### src/rtl/ordena9_seq.sv
// Sequencer around the 9-input sorter: collects 9 elements from a valid/ready stream,
// pulses the sorter reset, captures the sorted result and streams it out index 0 first.
module ordena9_seq #(
    parameter int unsigned W       = 8,
    parameter int unsigned SETTLE  = 1,
    parameter int unsigned TIMEOUT = 64
) (
    input  logic           clk,
    input  logic           reset,
    input  logic [W-1:0]   in_data,
    input  logic           in_valid,
    output logic           in_ready,
    output logic [9*W-1:0] ord_entrada,
    output logic           ord_rst,
    input  logic [9*W-1:0] ord_saida,
    input  logic           ord_flag,
    output logic [W-1:0]   out_data,
    output logic           out_valid,
    input  logic           out_ready,
    output logic           out_last,
    output logic           busy,
    output logic           err
);

    localparam int unsigned N  = 9;
    localparam int unsigned CW = 4;
    localparam int unsigned TW = 8;

    typedef enum logic [2:0] {
        ST_LOAD,
        ST_CLR,
        ST_WAIT,
        ST_SETTLE,
        ST_CAPTURE,
        ST_DRAIN
    } state_t;

    state_t              state_q;
    logic [CW-1:0]       cnt_q;
    logic [CW-1:0]       idx_q;
    logic [TW-1:0]       tmo_q;
    logic [TW-1:0]       settle_q;
    logic                first_q;
    logic [N-1:0][W-1:0] elem_q;
    logic [N-1:0][W-1:0] res_q;
    logic [N-1:0][W-1:0] saida;
    logic                in_ready_q;
    logic                ord_rst_q;
    logic [W-1:0]        out_data_q;
    logic                out_valid_q;
    logic                out_last_q;
    logic                busy_q;
    logic                err_q;

    logic [CW-1:0]       cnt_inc;
    logic [CW-1:0]       idx_inc;
    logic [TW-1:0]       tmo_inc;

    assign saida   = ord_saida;
    assign cnt_inc = cnt_q + CW'(1);
    assign idx_inc = idx_q + CW'(1);
    assign tmo_inc = tmo_q + TW'(1);

    assign in_ready    = in_ready_q;
    assign ord_entrada = elem_q;
    assign ord_rst     = ord_rst_q;
    assign out_data    = out_data_q;
    assign out_valid   = out_valid_q;
    assign out_last    = out_last_q;
    assign busy        = busy_q;
    assign err         = err_q;

    // Control FSM; ord_rst is high exactly while in CLR or during a timeout retry cycle.
    always_ff @(posedge clk) begin
        if (reset) begin
            state_q     <= ST_LOAD;
            cnt_q       <= '0;
            idx_q       <= '0;
            tmo_q       <= '0;
            settle_q    <= '0;
            first_q     <= 1'b0;
            elem_q      <= '0;
            res_q       <= '0;
            in_ready_q  <= 1'b0;
            ord_rst_q   <= 1'b0;
            out_data_q  <= '0;
            out_valid_q <= 1'b0;
            out_last_q  <= 1'b0;
            busy_q      <= 1'b0;
            err_q       <= 1'b0;
        end else begin
            ord_rst_q <= 1'b0;
            case (state_q)
                ST_LOAD: begin
                    in_ready_q <= 1'b1;
                    if (in_valid && in_ready_q) begin
                        elem_q[cnt_q] <= in_data;
                        busy_q        <= 1'b1;
                        if (cnt_q == CW'(N - 1)) begin
                            cnt_q      <= '0;
                            in_ready_q <= 1'b0;
                            ord_rst_q  <= 1'b1;
                            state_q    <= ST_CLR;
                        end else begin
                            cnt_q <= cnt_inc;
                        end
                    end
                end

                ST_CLR: begin
                    tmo_q   <= '0;
                    first_q <= 1'b1;
                    state_q <= ST_WAIT;
                end

                // The first cycle after a sorter reset may still show the old flag.
                ST_WAIT: begin
                    first_q <= 1'b0;
                    if (!first_q && ord_flag) begin
                        if (SETTLE == 0) begin
                            state_q <= ST_CAPTURE;
                        end else begin
                            settle_q <= TW'(SETTLE);
                            state_q  <= ST_SETTLE;
                        end
                    end else if (tmo_q == TW'(TIMEOUT - 1)) begin
                        err_q     <= 1'b1;
                        ord_rst_q <= 1'b1;
                        tmo_q     <= '0;
                        first_q   <= 1'b1;
                    end else begin
                        tmo_q <= tmo_inc;
                    end
                end

                ST_SETTLE: begin
                    if (settle_q <= TW'(1)) begin
                        settle_q <= '0;
                        state_q  <= ST_CAPTURE;
                    end else begin
                        settle_q <= settle_q - TW'(1);
                    end
                end

                ST_CAPTURE: begin
                    res_q       <= saida;
                    idx_q       <= '0;
                    out_data_q  <= saida[0];
                    out_valid_q <= 1'b1;
                    out_last_q  <= 1'b0;
                    state_q     <= ST_DRAIN;
                end

                ST_DRAIN: begin
                    if (out_valid_q && out_ready) begin
                        if (idx_q == CW'(N - 1)) begin
                            out_valid_q <= 1'b0;
                            out_last_q  <= 1'b0;
                            cnt_q       <= '0;
                            in_ready_q  <= 1'b1;
                            busy_q      <= 1'b0;
                            state_q     <= ST_LOAD;
                        end else begin
                            idx_q      <= idx_inc;
                            out_data_q <= res_q[idx_inc];
                            out_last_q <= (idx_inc == CW'(N - 1));
                        end
                    end
                end

                default: begin
                    state_q <= ST_LOAD;
                end
            endcase
        end
    end

endmodule

### config.mk
export PLATFORM = sky130hd
export DESIGN_NAME = ordena9_seq
export DESIGN_NICKNAME = d
export VERILOG_FILES = /design/src/rtl/ordena9_seq.sv
export SDC_FILE = /design/constraint.sdc
export NUM_CORES = 1
export LEC_CHECK = 0
export CAP_MARGIN = 20
export CORE_UTILIZATION = 55
export CTS_CLUSTER_DIAMETER = 50
export DETAILED_ROUTE_END_ITERATION = 10
export GPL_ROUTABILITY_DRIVEN = 0
export HOLD_SLACK_MARGIN = 0.06
export PLACE_DENSITY = 0.86
export SLEW_MARGIN = 40
export SYNTH_ARGS = -nofsm -noshare
export SYNTH_HDL_FRONTEND = slang
export SYNTH_SLANG_ARGS = --single-unit
export TNS_END_PERCENT = 5
### constraint.sdc
create_clock -name clk -period 5.29 [get_ports clk]
set_input_delay 0.529 -clock clk [delete_from_list [all_inputs] [get_ports clk]]
set_output_delay 0.529 -clock clk [all_outputs]
set_load 0.05 [all_outputs]
Word level (Yosys, flattened, before mapping). Cells that the tools add are included.

Flip-flop bits (word level): 186. Output and inout port bits: 86.

$add $sub $neg: 4. $lt $le $gt $ge: 4. Equal/unequal tests: 17. Muxes and demuxes: 48. Bitwise gates (word level): 1. Reduce and logical (&&, ||, !) cells: 20.

Operators with widths (count): $bwmux W72 (1); $mux W8 (8); $pmux W8 S2 (3); $bmux W8 S4 (1); $demux W8 S4 (1); $mux W4 (6); $mux W3 (6); $pmux W3 S6 (1); $ne A2 B2 Y1 const B (8); $pmux W4 S2 (2); $mux W1 (13); $eq A4 B4 Y1 const B (3); $pmux W1 S2 (6); $reduce_and A3 Y1 (4); $lt A4 B5 Y1 const B (2); $add A4 B1 Y4 const B (2); $add A8 B1 Y8 const B (1); $eq A8 B6 Y1 const B (1); $le A8 B1 Y1 const B (1); $reduce_and A2 Y1 (4); $reduce_bool A2 Y1 (4); $sub A8 B1 Y8 const B (1); $eq A3 B2 Y1 const B (2); $eq A3 B3 Y1 const B (2); other kinds (8) (11).

Depth between registers and ports, before layout.
Depth in word-level cells: 6. Mapped depth: 8. Mapped depth without buffers: 7.

Worst setup path before layout. No wires, ideal clock.

Path type: reg-to-reg. Start point: register idx_q[0]. End point: register out_data_q[5] (netlist: out_data[5]). Library setup time: 0.128 ns. Arrival: 2.214 ns. Slack: 2.949 ns. Cell stages (with the launch flop): 9. Cell sequence: dfxtp_1 > buf_2 > inv_1 > ha_1 > buf_2 > clkbuf_1 > mux4_2 > a221oi_1 > a21oi_1.

Cells in the longest elaborated chain, start to end: 6.

Ends and longest elaborated chain: from (decl) (line 40) `logic [CW-1:0] idx_q;`; from (signal assigned) (line 164) `idx_q <= idx_inc;`; $add A4 B1 Y4 (line 61) `assign idx_inc = idx_q + CW'(1);`; $bmux W8 S4 (line 165) `out_data_q <= res_q[idx_inc];`; $mux W8 (implied by the code) (line 165); $mux W8 (line 156) `if (idx_q == CW'(N - 1)) begin`; $mux W8 (line 155) `if (out_valid_q && out_ready) begin`; $pmux W8 S2 (line 93) `case (state_q)`; to (signal assigned) (line 148) `out_data_q <= saida[0];`; to (signal assigned) (line 165); to (decl) (line 49) `logic [W-1:0] out_data_q;`.

Several ways; a longest one is shown, not always the timed one. The select of a mux whose other input is x is not followed. A chain may end at the register's enable or synchronous reset.

Worst setup path after layout.
Start point: register state_q[2]. End point: register elem_q (netlist bit ord_entrada[54]).

Cells in the longest elaborated chain, start to end: 2.

Ends and longest elaborated chain: from (decl) (line 38) `state_t state_q;`; from (signal assigned) (line 76) `state_q <= ST_LOAD;`; from (signal assigned) (line 103) `state_q <= ST_CLR;`; from (signal assigned) (line 113) `state_q <= ST_WAIT;`; $logic_not A3 Y1 (line 93); $reduce_and A2 Y1 (no source line); to (signal, indexed assignment) (line 97) `elem_q[cnt_q] <= in_data;`; to (decl) (line 44) `logic [N-1:0][W-1:0] elem_q;`.

No other way between the ends.

==> results.ini <==
[outcome]
status = complete, no violations

[yosys]
syn_area_sq_um = 7850
ys_warn_count = 0
synth.top_cell.area_share_pct = 47.5
synth.distinct_cells = 55
synth_edf_count = 0
ys.flop_type = dfxtp_1
yosys-top-cells-area = dfxtp_1 47%, nand2_1 11%, a21oi_1 10%, nand3_1 4.8%, mux4_2 4.6%
synth_area_per_cell_sq_um = 8.41
synth_nets = 1028
ys_top_cells_by_count = 231 x nand2_1, 186 x dfxtp_1, 161 x a21oi_1
synth-seq-cells = 186
synth.most_common_cell = nand2_1
netlist_instances = 933
synthArstFlopShare_pct = 0
synth_top_area_cell = dfxtp_1
ys_seq_area_share_pct = 47.5

[timing]
finalSetupTns_ps = 0
fin_worst_skew_ps = 6.60
tightestPinTransition_ps = 834
whs_ps = 452
rsz0062_at_grt = false
finalHoldViolations = 0
fmax_mhz = 368
setup_violations = 0
finalCriticalPeriod_ps = 2710
maxSlewViolCount = 0
fin_crit_sh_pct = 51.3
slew_headroom_pct = 44.4

[route]
first_pass_iters = 5
via_per_inst = 5.70
wl_per_cell_um = 16.2
drt-total-wl_um = 20200
drtIter0Drc = 614
vias = 7136
ant_nets = 0
drc = 0

[clock_network]
ctsResizeCount = 0
cts_setup_buffers = 0
cts_tree = done
numCtsBuffers = 17
clockBufferDepth = 2
cts_hold_buffers = 0
cts_root_buf = clkbuf_16
clock_latency_ps = 430
clkTransAtPathRegs_ps = 70
cts_max_level = 4
clock_sinks = 186

[min_path]
holdPathEnd = ord_entrada[31]
min_from = ord_entrada[31]
min_path_cells = 2
hold_path_class = reg2reg

[cells_and_area]
area_growth_pct = 29.1
final_area_sq_um = 10100
nets = 1154
final_cells = 1252
n_antenna_cell = 0
drive_gt1_share_pct = 7.00

[critical_path]
cp.arrival_ps = 3000
worstSetupPathType = reg2reg
timing.rr.end = ord_entrada[54]
cp-start-kind = flip-flop
reg2regPathDepth = 6
worstPathRequired_ps = 5580
r2r_setup_slack_ps = 2580
r2r-start = state_q[2]
worst-path-max-fanout = 24
cp-end-kind = flip-flop

[global_routing]
grt_pass1_wl_um = 32100
grt_max_degree = 91
overflow = 0
grt_pass1_vias = 6647
antenna_found_initial = 0
global_route.usage.total_pct = 27.8

[floorplanning]
die_h_um = 121
die_x_um = 121
core_area_sq_um = 13900
start_util_pct = 56.5
die_area_sq_um = 14700
io_pins = 171
fp-row-count = 43

[placed_design]
hpwl_um = 13200
dpl-instance-area_sq_um = 9500
placed_cells = 1219
io_buffers = 170

[power_and_ir_drop]
ir_drop_mv = 0.276
pwr_density_cell_nw_per_um2 = 329
leakage_nw = 3.35

[flow_run]
maxCapViolations = 0

## final cells by class
type / instances / area, sq um
clock buffers: 23 / 508
clock inverters: 9 / 86.3
fillers: 1071 / 3750
inverters: 13 / 48.8
multi-input cells: 664 / 3770
flip-flops and latches: 186 / 3720
well taps: 180 / 225
repair buffers: 177 / 1770
## worst max-delay path, cell delays in order, from the launching register on
cell	delay [ps]
dfxtp_1	570
or4_4	670
nor3_4	550
buf_4	330
nand2_1	210
nand2_1	160
a21oi_1	80
## flip-flops by register name, indices dropped and copies added (netlist names), 3 cells and up
signal / count
ord_entrada: 72
res_q: 72
out_data: 8
settle_q: 8
tmo_q: 8
cnt_q: 4
idx_q: 4
state_q: 3
## routing by layer
layer	GRT usage (%)	routed length [um]	up-vias
met4	14.2	564	0
met1	35.1	8350	3318
met3	4.75	1310	38
li1	-	-	3495
met5	0	0	-
met2	45.6	10000	285
## layout by cell type, fill, tap and decap left out, drive strengths merged, types with 3 or more instances in the layout
| cell | instances |
|---|---|
| clkdlybuf4s50 | 169 |
| nor4 | 5 |
| xnor2 | 8 |
| a221oi | 8 |
| o221ai | 8 |
| a311oi | 3 |
| dfxtp | 186 |
| a22oi | 10 |
| clkbuf | 23 |
| nor3 | 11 |
| mux2i | 10 |
| o31ai | 3 |
| nand2 | 231 |
| nor2 | 39 |
| nand2b | 5 |
| buf | 8 |
| mux4 | 16 |
| o211a | 3 |
| a21oi | 161 |
| clkinv | 5 |
| inv | 14 |
| nand3 | 75 |
| ha | 10 |
| o21ai | 13 |
| a31oi | 3 |
| or4 | 6 |
| nor2b | 5 |
## metrics by stage
| stage | total power [W] | utilization, % | setup WS [ps] |
|---|---|---|---|
| floorplan | 0.00192 | - | 2950 |
| global placement | 0.00208 | 68.4 | 2590 |
| detailed placement | 0.00209 | 68.5 | 2540 |
| CTS | 0.00334 | 72.7 | 2490 |
| global route | 0.00345 | 73.0 | 2400 |
| finish | 0.00334 | 73.0 | 2580 |
## worst max path at each step
| stage | from | end | slack [ps] | cells past startpoint |
|---|---|---|---|---|
| 2_1_floorplan | idx_q[0] | out_data[5] | 2950 | 8 |
| 3_3_place_gp | idx_q[0] | out_data[0] | 2590 | 6 |
| 3_5_place_dp | idx_q[0] | out_data[6] | 2540 | 6 |
| 4_1_cts | idx_q[0] | out_data[6] | 2490 | 6 |
| 5_1_grt | state_q[2] | ord_entrada[54] | 2400 | 6 |
| 6_report | state_q[2] | ord_entrada[54] | 2580 | 6 |
## cells by family after synthesis
| group | Yosys count | share of synthesized area, % |
|---|---|---|
| AO/OA/AOI/OAI | 226 | 16.9 |
| XOR/XNOR | 8 | 0.893 |
| adder cells (fa/ha/maj) | 10 | 1.59 |
| buffers and inverters | 83 | 4.83 |
| flip-flops | 186 | 47.5 |
| multiplexers | 26 | 5.87 |
| AND/OR/NAND/NOR | 394 | 22.4 |
## report_power, final
group          internal (W)  leakage (nW)  switching, W
registers           0.00146          1.50     0.0000664
logic              0.000206          1.56      0.000346
clock network      0.000725         0.292      0.000537
total               0.00239          3.35      0.000949
Power figures use the tool's default switching activity.
